===== src/rtl/core_pkg.sv =====
// rtl/core_pkg.sv - shared core constants: control bundle bit map, forward selects, ID/EX hold states
// Purpose: constants shared by the ID/EX register, its interface and its testbench.
// Ports: none (package).
package core_pkg;

  // Decoded control bundle width and bit positions
  localparam int CTRL_W         = 12;
  localparam int CTRL_REG_WRITE = 0;
  localparam int CTRL_MEM_READ  = 1;
  localparam int CTRL_MEM_WRITE = 2;
  localparam int CTRL_ALU_SRC   = 3;  // 1: operand B is the immediate, 0: ALU reg-reg

  // Hazard-unit forward selects
  localparam logic [1:0] FWD_NONE = 2'b00;
  localparam logic [1:0] FWD_EX   = 2'b01;
  localparam logic [1:0] FWD_MA   = 2'b10;
  localparam logic [1:0] FWD_WB   = 2'b11;

  // RUN: no multi-cycle op seen last edge; FROZEN: hold_ex was high last edge
  typedef enum logic {
    ST_RUN    = 1'b0,
    ST_FROZEN = 1'b1
  } hold_state_t;

endpackage


===== src/rtl/id_ex_stage_register_if.sv =====
// rtl/id_ex_stage_register_if.sv - one pipeline-stage instruction bundle (ID side or EX side)
// Purpose: groups the per-instruction fields carried across the ID/EX boundary.
// Ports (fields): valid, pc, rs1_data, rs2_data, imm, rs1, rs2, rd, ctrl,
//   fwd_a / fwd_b / fwd_st (forward selects for rs1 / rs2 / store data).
// Modports: master drives the bundle, slave receives it.
interface id_ex_stage_register_if #(
  parameter int XLEN   = 32,
  parameter int CTRL_W = core_pkg::CTRL_W
) ();

  logic              valid;
  logic [XLEN-1:0]   pc;
  logic [XLEN-1:0]   rs1_data;
  logic [XLEN-1:0]   rs2_data;
  logic [XLEN-1:0]   imm;
  logic [4:0]        rs1;
  logic [4:0]        rs2;
  logic [4:0]        rd;
  logic [CTRL_W-1:0] ctrl;
  logic [1:0]        fwd_a;
  logic [1:0]        fwd_b;
  logic [1:0]        fwd_st;

  modport master (
    output valid, pc, rs1_data, rs2_data, imm, rs1, rs2, rd, ctrl, fwd_a, fwd_b, fwd_st
  );

  modport slave (
    input valid, pc, rs1_data, rs2_data, imm, rs1, rs2, rd, ctrl, fwd_a, fwd_b, fwd_st
  );

endinterface


===== src/rtl/id_ex_stage_register.sv =====
// rtl/id_ex_stage_register.sv - ID/EX pipeline register with bubble insertion and multi-cycle freeze
// Purpose: captures the decoded ID instruction for EX one cycle later, inserts bubbles on
//   flush/stall, and freezes while EX runs a multi-cycle M-op, snapshotting forwarded operands
//   on the first frozen edge so later stages can drain underneath.
// Ports:
//   CLK, RESETn        clock, asynchronous active-low reset
//   id_in (slave)      ID instruction bundle, incl. hazard forward selects
//   stall_pipeline     load-use stall, flush_ex taken branch kill, hold_ex EX busy
//   ex_op_a_res/ex_op_b_res/ex_store_res  post-forward operand values from EX
//   ex_out (master)    registered EX instruction bundle
//   ex_reg_write, ex_is_load  qualified control bits for the hazard unit
//   front_hold         freeze PC and IF/ID this cycle
//   bubble_cnt         saturating count of inserted bubbles
module id_ex_stage_register #(
  parameter int XLEN   = 32,
  parameter int CTRL_W = core_pkg::CTRL_W,
  parameter int CNT_W  = 16
) (
  input  logic                    CLK,
  input  logic                    RESETn,
  id_ex_stage_register_if.slave   id_in,
  input  logic                    stall_pipeline,
  input  logic                    flush_ex,
  input  logic                    hold_ex,
  input  logic [XLEN-1:0]         ex_op_a_res,
  input  logic [XLEN-1:0]         ex_op_b_res,
  input  logic [XLEN-1:0]         ex_store_res,
  id_ex_stage_register_if.master  ex_out,
  output logic                    ex_reg_write,
  output logic                    ex_is_load,
  output logic                    front_hold,
  output logic [CNT_W-1:0]        bubble_cnt
);

  import core_pkg::*;

  logic              valid_q;
  logic [XLEN-1:0]   pc_q;
  logic [XLEN-1:0]   rs1_data_q;
  logic [XLEN-1:0]   rs2_data_q;
  logic [XLEN-1:0]   imm_q;
  logic [4:0]        rs1_q;
  logic [4:0]        rs2_q;
  logic [4:0]        rd_q;
  logic [CTRL_W-1:0] ctrl_q;
  logic [1:0]        fwd_a_q;
  logic [1:0]        fwd_b_q;
  logic [1:0]        fwd_st_q;
  logic [CNT_W-1:0]  cnt_q;

  hold_state_t state_q;
  hold_state_t state_d;
  logic        first_hold;
  logic        bubble_ins;

  // Hold state: remembers whether the previous edge was already frozen
  always_ff @(posedge CLK or negedge RESETn) begin
    if (!RESETn) begin
      state_q <= ST_RUN;
    end else begin
      state_q <= state_d;
    end
  end

  always_comb begin
    state_d    = ST_RUN;
    first_hold = 1'b0;
    if (hold_ex) begin
      state_d    = ST_FROZEN;
      first_hold = (state_q == ST_RUN);
    end
  end

  // Hold beats flush and stall; a held cycle never inserts a bubble
  assign bubble_ins = ~hold_ex & (flush_ex | stall_pipeline);

  // A flush redirects the front end, so a simultaneous stall must not freeze it
  assign front_hold = hold_ex | (stall_pipeline & ~flush_ex);

  always_ff @(posedge CLK or negedge RESETn) begin
    if (!RESETn) begin
      valid_q    <= 1'b0;
      pc_q       <= '0;
      rs1_data_q <= '0;
      rs2_data_q <= '0;
      imm_q      <= '0;
      rs1_q      <= '0;
      rs2_q      <= '0;
      rd_q       <= '0;
      ctrl_q     <= '0;
      fwd_a_q    <= FWD_NONE;
      fwd_b_q    <= FWD_NONE;
      fwd_st_q   <= FWD_NONE;
    end else if (hold_ex) begin
      // First frozen edge: capture the already-forwarded operands, since the
      // producing stages will move on while EX is busy.
      if (first_hold) begin
        if (!ctrl_q[CTRL_ALU_SRC]) begin
          rs1_data_q <= ex_op_a_res;
          rs2_data_q <= ex_op_b_res;
        end
        if (ctrl_q[CTRL_MEM_WRITE]) begin
          rs2_data_q <= ex_store_res;
        end
        fwd_a_q  <= FWD_NONE;
        fwd_b_q  <= FWD_NONE;
        fwd_st_q <= FWD_NONE;
      end
    end else if (flush_ex || stall_pipeline) begin
      valid_q    <= 1'b0;
      pc_q       <= '0;
      rs1_data_q <= '0;
      rs2_data_q <= '0;
      imm_q      <= '0;
      rs1_q      <= '0;
      rs2_q      <= '0;
      rd_q       <= '0;
      ctrl_q     <= '0;
      fwd_a_q    <= FWD_NONE;
      fwd_b_q    <= FWD_NONE;
      fwd_st_q   <= FWD_NONE;
    end else begin
      valid_q    <= id_in.valid;
      pc_q       <= id_in.pc;
      rs1_data_q <= id_in.rs1_data;
      rs2_data_q <= id_in.rs2_data;
      imm_q      <= id_in.imm;
      rs1_q      <= id_in.rs1;
      rs2_q      <= id_in.rs2;
      rd_q       <= id_in.rd;
      ctrl_q     <= id_in.ctrl;
      fwd_a_q    <= id_in.fwd_a;
      fwd_b_q    <= id_in.fwd_b;
      fwd_st_q   <= id_in.fwd_st;
    end
  end

  // Bubble counter saturates instead of wrapping
  always_ff @(posedge CLK or negedge RESETn) begin
    if (!RESETn) begin
      cnt_q <= '0;
    end else if (bubble_ins && (cnt_q != {CNT_W{1'b1}})) begin
      cnt_q <= cnt_q + CNT_W'(1);
    end
  end

  assign ex_out.valid    = valid_q;
  assign ex_out.pc       = pc_q;
  assign ex_out.rs1_data = rs1_data_q;
  assign ex_out.rs2_data = rs2_data_q;
  assign ex_out.imm      = imm_q;
  assign ex_out.rs1      = rs1_q;
  assign ex_out.rs2      = rs2_q;
  assign ex_out.rd       = rd_q;
  assign ex_out.ctrl     = ctrl_q;
  assign ex_out.fwd_a    = fwd_a_q;
  assign ex_out.fwd_b    = fwd_b_q;
  assign ex_out.fwd_st   = fwd_st_q;

  assign ex_reg_write = ctrl_q[CTRL_REG_WRITE] & valid_q;
  assign ex_is_load   = ctrl_q[CTRL_MEM_READ] & valid_q;
  assign bubble_cnt   = cnt_q;

endmodule


===== src/flat_wrapper.sv =====
// flat-port wrapper written by rule: the top's interface ports become plain ports
module id_ex_stage_register_flat import core_pkg::*;
#(
  parameter int XLEN   = 32,
  parameter int CTRL_W = core_pkg::CTRL_W,
  parameter int CNT_W  = 16
)
  (CLK, RESETn, stall_pipeline, flush_ex, hold_ex, ex_op_a_res, ex_op_b_res, ex_store_res, ex_reg_write, ex_is_load, front_hold, bubble_cnt, id_in_valid, id_in_pc, id_in_rs1_data, id_in_rs2_data, id_in_imm, id_in_rs1, id_in_rs2, id_in_rd, id_in_ctrl, id_in_fwd_a, id_in_fwd_b, id_in_fwd_st, ex_out_valid, ex_out_pc, ex_out_rs1_data, ex_out_rs2_data, ex_out_imm, ex_out_rs1, ex_out_rs2, ex_out_rd, ex_out_ctrl, ex_out_fwd_a, ex_out_fwd_b, ex_out_fwd_st);
  id_ex_stage_register_if #(.XLEN(XLEN), .CTRL_W(CTRL_W)) id_in_i ();
  id_ex_stage_register_if #(.XLEN(XLEN), .CTRL_W(CTRL_W)) ex_out_i ();
  input  logic CLK;
  input  logic RESETn;
  input  logic stall_pipeline;
  input  logic flush_ex;
  input  logic hold_ex;
  input  logic [XLEN-1:0] ex_op_a_res;
  input  logic [XLEN-1:0] ex_op_b_res;
  input  logic [XLEN-1:0] ex_store_res;
  output logic ex_reg_write;
  output logic ex_is_load;
  output logic front_hold;
  output logic [CNT_W-1:0] bubble_cnt;
  input wire logic [$bits(id_in_i.valid)-1:0] id_in_valid;
  input wire logic [$bits(id_in_i.pc)-1:0] id_in_pc;
  input wire logic [$bits(id_in_i.rs1_data)-1:0] id_in_rs1_data;
  input wire logic [$bits(id_in_i.rs2_data)-1:0] id_in_rs2_data;
  input wire logic [$bits(id_in_i.imm)-1:0] id_in_imm;
  input wire logic [$bits(id_in_i.rs1)-1:0] id_in_rs1;
  input wire logic [$bits(id_in_i.rs2)-1:0] id_in_rs2;
  input wire logic [$bits(id_in_i.rd)-1:0] id_in_rd;
  input wire logic [$bits(id_in_i.ctrl)-1:0] id_in_ctrl;
  input wire logic [$bits(id_in_i.fwd_a)-1:0] id_in_fwd_a;
  input wire logic [$bits(id_in_i.fwd_b)-1:0] id_in_fwd_b;
  input wire logic [$bits(id_in_i.fwd_st)-1:0] id_in_fwd_st;
  output wire logic [$bits(ex_out_i.valid)-1:0] ex_out_valid;
  output wire logic [$bits(ex_out_i.pc)-1:0] ex_out_pc;
  output wire logic [$bits(ex_out_i.rs1_data)-1:0] ex_out_rs1_data;
  output wire logic [$bits(ex_out_i.rs2_data)-1:0] ex_out_rs2_data;
  output wire logic [$bits(ex_out_i.imm)-1:0] ex_out_imm;
  output wire logic [$bits(ex_out_i.rs1)-1:0] ex_out_rs1;
  output wire logic [$bits(ex_out_i.rs2)-1:0] ex_out_rs2;
  output wire logic [$bits(ex_out_i.rd)-1:0] ex_out_rd;
  output wire logic [$bits(ex_out_i.ctrl)-1:0] ex_out_ctrl;
  output wire logic [$bits(ex_out_i.fwd_a)-1:0] ex_out_fwd_a;
  output wire logic [$bits(ex_out_i.fwd_b)-1:0] ex_out_fwd_b;
  output wire logic [$bits(ex_out_i.fwd_st)-1:0] ex_out_fwd_st;
  assign id_in_i.valid = id_in_valid;
  assign id_in_i.pc = id_in_pc;
  assign id_in_i.rs1_data = id_in_rs1_data;
  assign id_in_i.rs2_data = id_in_rs2_data;
  assign id_in_i.imm = id_in_imm;
  assign id_in_i.rs1 = id_in_rs1;
  assign id_in_i.rs2 = id_in_rs2;
  assign id_in_i.rd = id_in_rd;
  assign id_in_i.ctrl = id_in_ctrl;
  assign id_in_i.fwd_a = id_in_fwd_a;
  assign id_in_i.fwd_b = id_in_fwd_b;
  assign id_in_i.fwd_st = id_in_fwd_st;
  assign ex_out_valid = ex_out_i.valid;
  assign ex_out_pc = ex_out_i.pc;
  assign ex_out_rs1_data = ex_out_i.rs1_data;
  assign ex_out_rs2_data = ex_out_i.rs2_data;
  assign ex_out_imm = ex_out_i.imm;
  assign ex_out_rs1 = ex_out_i.rs1;
  assign ex_out_rs2 = ex_out_i.rs2;
  assign ex_out_rd = ex_out_i.rd;
  assign ex_out_ctrl = ex_out_i.ctrl;
  assign ex_out_fwd_a = ex_out_i.fwd_a;
  assign ex_out_fwd_b = ex_out_i.fwd_b;
  assign ex_out_fwd_st = ex_out_i.fwd_st;
  id_ex_stage_register #(.XLEN(XLEN), .CTRL_W(CTRL_W), .CNT_W(CNT_W)) u_core (.CLK(CLK), .RESETn(RESETn), .id_in(id_in_i), .stall_pipeline(stall_pipeline), .flush_ex(flush_ex), .hold_ex(hold_ex), .ex_op_a_res(ex_op_a_res), .ex_op_b_res(ex_op_b_res), .ex_store_res(ex_store_res), .ex_out(ex_out_i), .ex_reg_write(ex_reg_write), .ex_is_load(ex_is_load), .front_hold(front_hold), .bubble_cnt(bubble_cnt));
endmodule

===== config.mk =====
export PLATFORM = sky130hd
export DESIGN_NAME = id_ex_stage_register_flat
export DESIGN_NICKNAME = d
export VERILOG_FILES = /design/src/rtl/core_pkg.sv /design/src/rtl/id_ex_stage_register_if.sv /design/src/rtl/id_ex_stage_register.sv /design/src/flat_wrapper.sv
export SDC_FILE = /design/constraint.sdc
export NUM_CORES = 1
export LEC_CHECK = 0
export BUFFER_PORTS_ARGS = -buffer_cell sky130_fd_sc_hd__buf_2
export CORE_AREA = 2 2 173 175
export DETAILED_ROUTE_END_ITERATION = 7
export DIE_AREA = 0 0 175 177
export PLACE_DENSITY_LB_ADDON = 0.15
export RECOVER_POWER = 50
export REMOVE_ABC_BUFFERS = 1
export SLEW_MARGIN = 20
export SYNTH_ARGS = -nofsm -noshare
export SYNTH_HDL_FRONTEND = slang
export SYNTH_SLANG_ARGS = --single-unit

===== constraint.sdc =====
create_clock -name CLK -period 2.06 [get_ports CLK]
set_input_delay 0.309 -clock CLK [delete_from_list [all_inputs] [get_ports CLK]]
set_output_delay 0.309 -clock CLK [all_outputs]
set_load 0.05 [all_outputs]

==> results.cfg <==
[synth]
synth_top_cell_by_area = dfrtp_1
yosys-top-cells-area = dfrtp_1, a22o_1, a22oi_1, mux2_2, a21oi_1
synth_common_cells = dfrtp_1, a22o_1, nor2_1
synthCells = 620
ys_seq_area_share_pct = 60.2
ys_async_sr_fraction_pct = 100
ys_warn_count = 0
synthFlopType = dfrtp_1
yosysMostFrequentCell = dfrtp_1
synth_cell_types = 33
ys_ff_latch = 179
avgSynthCellArea_um2 = 12.0
synth_area_um2 = 7440
synth-edff-count = 0
yosys.area.top_type_share_pct = 60.2

[setup_path]
cp-end-kind = register
required_ns = 2.41
cp_slowest_stage_delay_ns = 0.78
crit_arrival_ns = 2.15
worstSetupPathType = input port to register
worstPathMaxFanout = 41
start_kind = input port
crit_chain = buf_4 -> nor3_4 -> clkbuf_2 -> buf_4 -> a22oi_1 -> a21oi_1
cp_common_cell = buf_4
crit_slowest_cell = clkbuf_2

[clocking]
numCtsBuffers = 17
clock-root-buffer = clkbuf_16
clkTransAtPathRegs_ns = 0.08
cts_sinks = 179
clk_latency_ns = 0.44
clockBufferDepth = 2
post-cts-setup-buffers = 0
post_cts_resized = 0
cts_tree = done
htree_levels = 4

[drt]
viasPerCell = 4.54
drt-initial-drc-count = 268
drtPass1Iterations = 6
drc = 0
wl_um = 25100
wl_per_cell_um = 17.2
vias = 6611
final_antenna_net_count = 0

[power]
power_leakage_nw = 5.62
total_power_mw = 10.0
power_density_nw_per_um2 = 934
peakVddDrop_v = 0.000614

[global_routing]
overflow = 0
grt_start_max_net_pins = 82
grtUsageTotal_pct = 15.8
grt_pass1_vias = 6541
antenna_found_initial = 6
use_met1_pct = 19.1
met3_usage_pct = 5.00
busiest_layer = met2
grt_pass1_wl_um = 37800
grt_util_met2_pct = 26.8

[place]
portBuffers = 443
place_congestion = 0.766
place_inst = 1419
post-dp-hpwl_um = 18300
dpl-instance-area_um2 = 10200

[timing]
tightest_slew_ns = 1.00
max_freq_mhz = 555
post-route-period-util_pct = 87.4
slew_viol_final = 0
layout_min_cycle_time_ns = 1.80
rsz0062_at_grt = false
setup_tns_ns = 0
skew_ns = 0.00931
hold_viol_final = 0
finalSetupViolCount = 0
maxSlewHeadroom_pct = 33.3

[hold_path]
hold_class = input port to register

[cells_and_area]
finish.utilization_pct = 36.7
final_cells = 1457
nNetsFinal = 1313
drive_gt1_share_pct = 50.2
stdcell_area_um2 = 10700
syn_to_final_growth_pct = 44.3

[floorplan]
initial_core_util_pct = 25.5
rows = 63
die_h_um = 177
coreArea_um2 = 29200
die_x_um = 175
io_pins = 444
die_area_um2 = 31000

[status]
status = finished, final reports clean

[flow_run]
drv_cap = 0
placed cells by master (no fill, tap or decap), drive strengths merged, types with 2 or more instances in the layout:
master,netlist,routed
buf,32,458
dfrtp,179,179
a22o,98,98
nor2,70,70
a21oi,66,66
a22oi,64,64
mux2,33,33
clkbuf,21,22
xnor2,12,12
nand3,9,9
inv,1,9
diode,0,5
nand4,5,5
o21ai,5,5
nor3,4,4
and2,3,3
and4,3,3
and3,3,3
nand2,3,3
clkinv,0,3
o21a,2,2
bufinv,0,2
where the power goes:
group | internal, mW | leakage [nW] | switching, mW
Clock | 1.83 | 0.291 | 1.56
Combinational | 0.739 | 3.01 | 1.84
Sequential | 3.83 | 2.32 | 0.231
flip-flops by register name, indices dropped and copies added (netlist names), 5 cells and up:
register	count
u_core.ex_out.imm	32
u_core.ex_out.rs2	5
u_core.ex_out.rs2_data	32
u_core.ex_out.rs1	5
u_core.ex_out.pc	32
u_core.bubble_cnt	16
u_core.ex_out.rs1_data	32
u_core.ex_out.ctrl	12
u_core.ex_out.rd	5
path summary, 6_finish.rpt:
check / startpoint / to / slack [ns] / cells past startpoint
worst max register to register: u_core.bubble_cnt[0] / u_core.bubble_cnt[1] / 0.43 / 5
worst max-delay path: hold_ex / u_core.ex_out.rs1_data[18] / 0.26 / 6
min in group asynchronous: RESETn / u_core.ex_out.imm[30] / 0.53 / 2
max in group asynchronous: RESETn / u_core.ex_out.rs2_data[30] / 0.44 / 3
worst min-delay path: id_in_rs2[4] / u_core.ex_out.rs2[4] / 0.08 / 2
worst min register to register: u_core.bubble_cnt[10] / u_core.bubble_cnt[10] / 0.48 / 1
area by class of cell:
class	instances	area (µm²)
fill	2987	18500
clock buffer	18	429
antenna	5	12.5
timing repair buffer	463	2420
tap	390	488
sequential	179	4480
clock inverter	14	165
multi-input combinational	387	2740
inverter	1	3.75
through the flow:
| step | hold slack [ns] | setup slack [ns] |
|---|---|---|
| after global routing | 0.0502 | 0.139 |
| after CTS | 0.0533 | 0.268 |
| after global placement | 0.230 | 0.359 |
| after floorplan | 0.0134 | -1.71 |
| final | 0.0814 | 0.259 |
| after detailed placement | 0.230 | 0.369 |
worst max-delay path: cells and delay by family:
family                 cells  cell delay [ns]
buffers and inverters      3             1.31
AO/OA/AOI/OAI              2             0.26
AND/OR/NAND/NOR            1             0.21
logic make-up after synthesis:
logic type,synth area share (%)
flip-flops,60.2
AND/OR/NAND/NOR,6.40
AO/OA/AOI/OAI,23.6
adder cells (fa/ha/maj),0.168
XOR/XNOR,1.41
multiplexers,4.99
buffers and inverters,3.26
metal layers:
metal,wire (µm),share of wire [%],vias to the layer above
li1,-,-,3183
met3,1920,7.7,22
met5,0,0,-
met1,10100,40,3135
met2,12700,51,271
met4,368,1.5,0
what timing repair did:
item,in CTS,in global routing
hold buffers,1,0
hold endpoints to repair,30,0
setup endpoints to repair,0,0
(Power assumes the default switching activity.)
